[src/rtl/fb_write_pkg.sv]
// Shared constants and state encoding for the framebuffer write sequencer.
// Pixel select helper: pixel 0 lives in the MSB pair of a stream byte.
package fb_write_pkg;

  localparam int ADDR_W       = 11;
  localparam int PIX_W        = 2;
  localparam int BYTE_W       = 8;
  localparam int PIX_PER_BYTE = BYTE_W / PIX_W;
  localparam int IDX_W        = $clog2(PIX_PER_BYTE);

  typedef enum logic [1:0] {
    S_IDLE   = 2'd0,
    S_UNPACK = 2'd1,
    S_CLEAR  = 2'd2
  } state_e;

  function automatic logic [PIX_W-1:0] pix_sel(
    input logic [BYTE_W-1:0] b,
    input logic [IDX_W-1:0]  i
  );
    return b[BYTE_W-1-PIX_W*int'(i) -: PIX_W];
  endfunction

endpackage

[src/rtl/fb_write_sequencer.sv]
// Framebuffer RAM write-port arbiter: byte-stream unpacker plus clear sweep.
// All RAM-side outputs are registered; clear requests defer behind a byte.
module fb_write_sequencer
  import fb_write_pkg::*;
(
  input  logic              clk,
  input  logic              reset,
  input  logic              wr_valid,
  output logic              wr_ready,
  input  logic [ADDR_W-1:0] wr_addr,
  input  logic [BYTE_W-1:0] wr_byte,
  input  logic              clr_req,
  input  logic [PIX_W-1:0]  clr_value,
  output logic              busy,
  output logic              clr_done,
  output logic [ADDR_W-1:0] ram_addr,
  output logic [PIX_W-1:0]  ram_data,
  output logic              ram_we,
  output logic              ram_clken
);

  localparam logic [IDX_W-1:0] IDX_LAST = IDX_W'(PIX_PER_BYTE - 1);

  state_e             state_q, state_d;
  logic [IDX_W-1:0]   idx_q, idx_d, nidx;
  logic [ADDR_W-1:0]  cnt_q, cnt_d;
  logic               pend_q, pend_d;
  logic [PIX_W-1:0]   val_q, val_d;
  logic [ADDR_W-1:0]  base_q, base_d;
  logic [BYTE_W-1:0]  byte_q, byte_d;
  logic [ADDR_W-1:0]  addr_q, addr_d;
  logic [PIX_W-1:0]   data_q, data_d;
  logic               we_q, we_d;
  logic               done_q, done_d;
  logic               go_clr, accept;
  logic [PIX_W-1:0]   go_val;

  assign go_clr = clr_req | pend_q;
  assign go_val = pend_q ? val_q : clr_value;
  assign nidx   = idx_q + 1'b1;

  assign wr_ready = !reset && !clr_req && !pend_q &&
                    ((state_q == S_IDLE) ||
                     (state_q == S_UNPACK && idx_q == IDX_LAST));
  assign accept   = wr_valid && wr_ready;

  always_comb begin
    state_d = state_q;
    idx_d   = idx_q;
    cnt_d   = cnt_q;
    pend_d  = pend_q;
    val_d   = val_q;
    base_d  = base_q;
    byte_d  = byte_q;
    addr_d  = addr_q;
    data_d  = data_q;
    we_d    = 1'b0;
    done_d  = 1'b0;
    unique case (state_q)
      S_UNPACK: begin
        if (idx_q != IDX_LAST) begin
          idx_d  = nidx;
          addr_d = base_q + {{(ADDR_W-IDX_W){1'b0}}, nidx};
          data_d = pix_sel(byte_q, nidx);
          we_d   = 1'b1;
          if (clr_req && !pend_q) begin
            pend_d = 1'b1;
            val_d  = clr_value;
          end
        end else if (go_clr) begin
          state_d = S_CLEAR;
          cnt_d   = '0;
          pend_d  = 1'b0;
          val_d   = go_val;
          addr_d  = '0;
          data_d  = go_val;
          we_d    = 1'b1;
        end else if (accept) begin
          idx_d  = '0;
          base_d = wr_addr;
          byte_d = wr_byte;
          addr_d = wr_addr;
          data_d = pix_sel(wr_byte, '0);
          we_d   = 1'b1;
        end else begin
          state_d = S_IDLE;
        end
      end
      S_CLEAR: begin
        if (cnt_q == '1) begin
          state_d = S_IDLE;
          done_d  = 1'b1;
        end else begin
          cnt_d  = cnt_q + 1'b1;
          addr_d = cnt_q + 1'b1;
          data_d = val_q;
          we_d   = 1'b1;
        end
      end
      default: begin
        if (go_clr) begin
          state_d = S_CLEAR;
          cnt_d   = '0;
          pend_d  = 1'b0;
          val_d   = go_val;
          addr_d  = '0;
          data_d  = go_val;
          we_d    = 1'b1;
        end else if (accept) begin
          state_d = S_UNPACK;
          idx_d   = '0;
          base_d  = wr_addr;
          byte_d  = wr_byte;
          addr_d  = wr_addr;
          data_d  = pix_sel(wr_byte, '0);
          we_d    = 1'b1;
        end
      end
    endcase
  end

  always_ff @(posedge clk) begin
    if (reset) begin
      state_q <= S_IDLE;
      idx_q   <= '0;
      cnt_q   <= '0;
      pend_q  <= 1'b0;
      val_q   <= '0;
      base_q  <= '0;
      byte_q  <= '0;
      addr_q  <= '0;
      data_q  <= '0;
      we_q    <= 1'b0;
      done_q  <= 1'b0;
    end else begin
      state_q <= state_d;
      idx_q   <= idx_d;
      cnt_q   <= cnt_d;
      pend_q  <= pend_d;
      val_q   <= val_d;
      base_q  <= base_d;
      byte_q  <= byte_d;
      addr_q  <= addr_d;
      data_q  <= data_d;
      we_q    <= we_d;
      done_q  <= done_d;
    end
  end

  assign busy      = !reset && ((state_q != S_IDLE) || pend_q);
  assign clr_done  = done_q;
  assign ram_addr  = addr_q;
  assign ram_data  = data_q;
  assign ram_we    = we_q;
  assign ram_clken = we_q;

endmodule

[config.mk]
export PLATFORM = sky130hd
export DESIGN_NAME = fb_write_sequencer
export DESIGN_NICKNAME = d
export VERILOG_FILES = /design/src/rtl/fb_write_pkg.sv /design/src/rtl/fb_write_sequencer.sv
export SDC_FILE = /design/constraint.sdc
export NUM_CORES = 1
export LEC_CHECK = 0
export ABC_AREA = 1
export CORE_ASPECT_RATIO = 1.25
export CORE_MARGIN = 2
export CORE_UTILIZATION = 30
export CTS_CLUSTER_DIAMETER = 120
export DETAILED_ROUTE_END_ITERATION = 6
export SETUP_SLACK_MARGIN = 0.5
export SLEW_MARGIN = 25
export SYNTH_ARGS = -nofsm -noshare
export SYNTH_HDL_FRONTEND = slang
export SYNTH_SLANG_ARGS = --single-unit
[constraint.sdc]
create_clock -name clk -period 2.5 [get_ports clk]
set_input_delay 0.5 -clock clk [delete_from_list [all_inputs] [get_ports clk]]
set_output_delay 0.5 -clock clk [all_outputs]
set_load 0.005 [all_outputs]
# Word level (Yosys, flattened, before mapping)
# Index checks and enable logic that the tools add are counted.
# classes
n_addsub,4
eq_ne,10
n_shift,1
muxes,47
bitwise,2
n_reduce_logical,20
# op_table
op,count
$mux 11,9
$pmux 11 s2,3
$mux 2,17
$mux 8,3
$pmux 2 s2,4
$pmux 8 s2,1
$add 11x1->11 const B,1
$add 11x2->11,1
$eq 11x11->1 const B,1
$shiftx 9x4->2,1
$mux 1,8
$ne 2x2->1 const B,4
$logic_and 1x1->1,7
$reduce_and 2->1,3
$eq 2x2->1 const B,2
$pmux 1 s2,2
$reduce_and 4->1,1
$reduce_bool 4->1,1
$sub 3x3->4 const A,1
$logic_not 1->1,3
$ne 3x2->1 const B,1
$ne 3x3->1 const B,1
$add 2x1->2 const B,1
$eq 2x1->1 const B,1
other kinds (6),7
# word_totals
reg_bits,52
input_bits,25
out_inout_bits,18
wordCells,95

# Depth between registers and ports, before layout
# depth
depth_word,9
mapped_depth,12
ltp_nobuf,12

# Worst setup path after synthesis
# OpenSTA, ideal clock, no wires.
# synth_timing
path_kind,register to register
from,reg idx_q[0]
to,"reg addr_q[10], in the netlist ram_addr[10]"
setup_ns,0.070
arrival_ns,1.792
t_required_ns,2.430
slack_ns,0.639
stages_incl_launch_ff,12
path_buffers,0
synth_period_minus_slack_ns,1.861
cell_sequence,dfxtp_1 > ha_1 > fa_1 > nand2_1 > nor2_1 > nand3_1 > nor2_1 > nand2_1 > nand2_1 > nand2_1 > nand2_1 > a21oi_1
# synth_between
elab_chain_len,9
elab_cells_between_ends,12
cone_classes,2 x add/sub; 2 x eq/ne; 4 x mux; 4 x reduce/logical
# synth_rtl
item,line,rtl
"start, declared",fb_write_sequencer.sv:25,"logic [IDX_W-1:0] idx_q, idx_d, nidx;"
"start signal, assigned",fb_write_sequencer.sv:137,idx_q <= idx_d;
"parallel branches: the longest is 8 deep, another holds $add 11x2->11",n/a,
$pmux 11 s2 *,fb_write_sequencer.sv:59,unique case (state_q)
"end signal, assigned",fb_write_sequencer.sv:143,addr_q <= addr_d;
"end, declared",fb_write_sequencer.sv:31,"logic [ADDR_W-1:0] addr_q, addr_d;"
# Mark *: on every way between the ends.
# A chain may end at the register's enable or synchronous reset.

# Worst setup path after layout
# layout_timing
from,in clr_req
to,reg state_q[1]
# layout_between
elab_chain_len,7
elab_cells_between_ends,13
cone_classes,1 x eq/ne; 4 x mux; 1 x bitwise; 7 x reduce/logical
# layout_rtl
item,line,rtl
"start, declared",fb_write_sequencer.sv:12,"input logic clr_req,"
$logic_not 1->1,fb_write_sequencer.sv:42,assign wr_ready = !reset && !clr_req && !pend_q &&
$logic_and 1x1->1 (3 in series),fb_write_sequencer.sv:42,
$logic_and 1x1->1,fb_write_sequencer.sv:45,assign accept = wr_valid && wr_ready;
$ne 3x3->1 (no source line) / $reduce_bool 4->1 (equally long branches),n/a,
$reduce_and 4->1 (no source line),n/a,
"end signal, assigned",fb_write_sequencer.sv:136,state_q <= state_d;
"end, declared",fb_write_sequencer.sv:24,"state_e state_q, state_d;"
# Several ways; a longest one is shown, not always the timed one. The select of a mux whose other input is x is not followed.

==> results.sh <==
export IMPL_slew_viol_final=0
export IMPL_cp_arrival_ns=2.12
export IMPL_vias=3385
export IMPL_syn_num_nets=530
export IMPL_io_buffers=42
export IMPL_avgViaCountPerCell=4.985
export IMPL_hold_viol=0
export IMPL_rsz0062_at_grt="no"
export IMPL_grt_max_degree=44
export IMPL_clkTransAtPathRegs_ns=0.07
export IMPL_syn_avg_cell_area_um2=6.473
export IMPL_cts_tree="built"
export IMPL_num_rows=42
export IMPL_drt_total_wl_um=9715
export IMPL_slew_headroom_pct=66.64
export IMPL_antenna_found_initial=0
export IMPL_netlist_area_mm2=0.003217
export IMPL_max_freq_mhz=519.6
export IMPL_htree_levels=2
export IMPL_post_route_period_util_pct=76.99
export IMPL_grt_ovfl_total=0
export IMPL_pin_count=43
export IMPL_final_nets=579
export IMPL_initial_core_util_pct=30.61
export IMPL_dp_slack_ns=0.2133
export IMPL_grt_pass1_vias=3302
export IMPL_timing_final_crit_period_ns=1.925
export IMPL_die_h_um=119.8
export IMPL_syn_inst=497
export IMPL_skew_ns=0.005933
export IMPL_grt_pass1_wl_um=15610
export IMPL_final_util_pct=38.68
export IMPL_ys_types=33
export IMPL_clockBufferDepth=2
export IMPL_p_leak_nw=1.661
export IMPL_clock_root_buffer="clkbuf_16"
export IMPL_cp_required_ns=2.69
export IMPL_setup_tns_ns=0
export IMPL_status="completed"
export IMPL_drive_above_1_share_pct=13.53
export IMPL_worstSetupStartpointType="input port"
export IMPL_area_growth_pct=26.37
export IMPL_detail_route_iter0_violations=258
export IMPL_hold_class="reg -> reg"
export IMPL_gp_congestion=0.9221
export IMPL_ys_seq_elements=52
export IMPL_drv_cap=0
export IMPL_hpwl_um=7051
export IMPL_final_setup_worst_slack_ns=0.5753
export IMPL_setup_viol=0
export IMPL_n_antenna_cell=0
export IMPL_ant_nets=0
export IMPL_powerDensity_mw_per_mm2=896.1
export IMPL_end_kind="flop"
export IMPL_layout_common_cells="nand2_1 (118), nor2_1 (62), dfxtp_1 (49)"
export IMPL_path_max_fanout=12
export IMPL_path_class="in -> reg"
export IMPL_wl_per_cell_um=14.31
export IMPL_tritoncts_num_buffers=5
export IMPL_die_x_um=96.62
export IMPL_grt_total_usage_pct=16.67
export IMPL_yosysSeqAreaShare_pct=32.36
export IMPL_drt_first_pass_iters=5
export IMPL_dieArea_mm2=0.01157
export IMPL_vdd_drop_max_v=0.0005853
export IMPL_clock_latency_ns=0.30
export IMPL_layout_commonest_cell="nand2_1"
export IMPL_tightest_slew_ns=0.4977
export IMPL_core_area_mm2=0.01051
export IMPL_yosysWarningCount=0
export IMPL_route_detailed_drc=0
export IMPL_clkSinkCount=52
## report_power, final
| group | switching, W | internal [W] | total [W] |
|---|---|---|---|
| logic | 0.00109 | 0.000620 | 0.00171 |
| registers | 0.000141 | 0.000988 | 0.00113 |
| clock network | 0.000334 | 0.000471 | 0.000806 |
| total | 0.00156 | 0.00208 | 0.00364 |
## cells in the mapped netlist
master      n  area share, %
nand2_1   121             14
nor2_1     64            7.5
dfxtp_1    52             32
nand3_1    44            6.8
inv_1      43            5.0
a21oi_1    42            6.5
o21ai_0    39            6.1
o21ai_1    15            2.3
ha_1        7            2.7
nor2_4      7            2.5
inv_2       6           0.70
nand4_1     6            1.2
nor2_2      6            1.2
buf_2       5           0.78
buf_4       5            1.2
buf_6       4            1.4
clkbuf_1    4           0.47
nor2b_1     4           0.78
a211oi_1    3           0.70
nand2_2     3           0.58
nand3_4     3            1.6
buf_1       2           0.23
nor3_1      2           0.31
a22o_1      1           0.27
a31oi_1     1           0.19
clkbuf_2    1           0.16
clkinv_1    1           0.12
fa_1        1           0.62
nand4_4     1           0.66
nor3_2      1           0.31
o211ai_1    1           0.23
o21bai_1    1           0.23
or2_2       1           0.19
## flip-flops by register name, indices dropped and copies added (netlist names), 2 cells and up
register  flops
base_q       11
byte_q        8
cnt_q        11
idx_q         2
ram_addr     11
ram_data      2
state_q       2
val_q         2
## per-stage QoR
step           power, W  std cells  area, um^2  hold slack [ns]
3_3_place_gp   0.002709        664        3772           0.4384
3_5_place_dp   0.002739        664        3772           0.4418
5_1_grt        0.003918        679        4065           0.4927
6_report       0.003643        679        4065           0.4519
4_1_cts        0.003572        672        3966           0.4558
2_1_floorplan  0.002232        497        3217           0.4200
## what timing repair did
action / 4_1_cts / 5_1_grt
pin swaps: 0 / 2
hold endpoints to repair: 0 / 0
cloned: 0 / 1
gates resized for setup: 13 / 19
buffers inserted: 0 / 6
endpoints found under the setup margin: 5 / 37
hold buffers: 0 / 0
## per-layer routing
metal | GRT usage (%) | vias up | share of wire, %
met5 | 0 | - | 0
met3 | 2.330 | 23 | 4.3
met2 | 30.43 | 100 | 50
met4 | 9.683 | 0 | 4.4
li1 | - | 1721 | -
met1 | 18.33 | 1541 | 41
## path summary, 6_finish.rpt
path                 end       from  cells after the start  slack, ns
min reg2reg    byte_q[6]  byte_q[6]                      2       0.45
max reg2reg  ram_addr[8]   idx_q[1]                      9       0.60
max           state_q[1]    clr_req                     10       0.58
min            byte_q[6]  byte_q[6]                      2       0.45
## cell type report
type	instances	area, um^2
Clock inverter	3	42.54
Fill cell	1113	6445
Clock buffer	5	125.1
Inverter	50	190.2
Sequential cell	52	1047
Timing Repair Buffer	62	570.5
Tap cell	132	165.2
Multi-Input combinational cell	375	1924
## kinds of logic after synthesis
kind of cell | synth area share, %
DFF | 32.36
and+or+nand+nor | 37.69
AOI/OAI and AO/OA | 16.57
adders and majority gates | 3.345
buffers and inverters | 10.03
## worst max-delay path, cell delays in order
cell	delay, ns
clkdlybuf4s50_1	0.47
nor2_4	0.13
buf_6	0.18
nand4_4	0.20
nand2_1	0.14
o21ai_1	0.09
nor2_1	0.19
nand2_1	0.07
o21ai_0	0.09
nor2_1	0.06
Power figures use the tool's default switching activity.
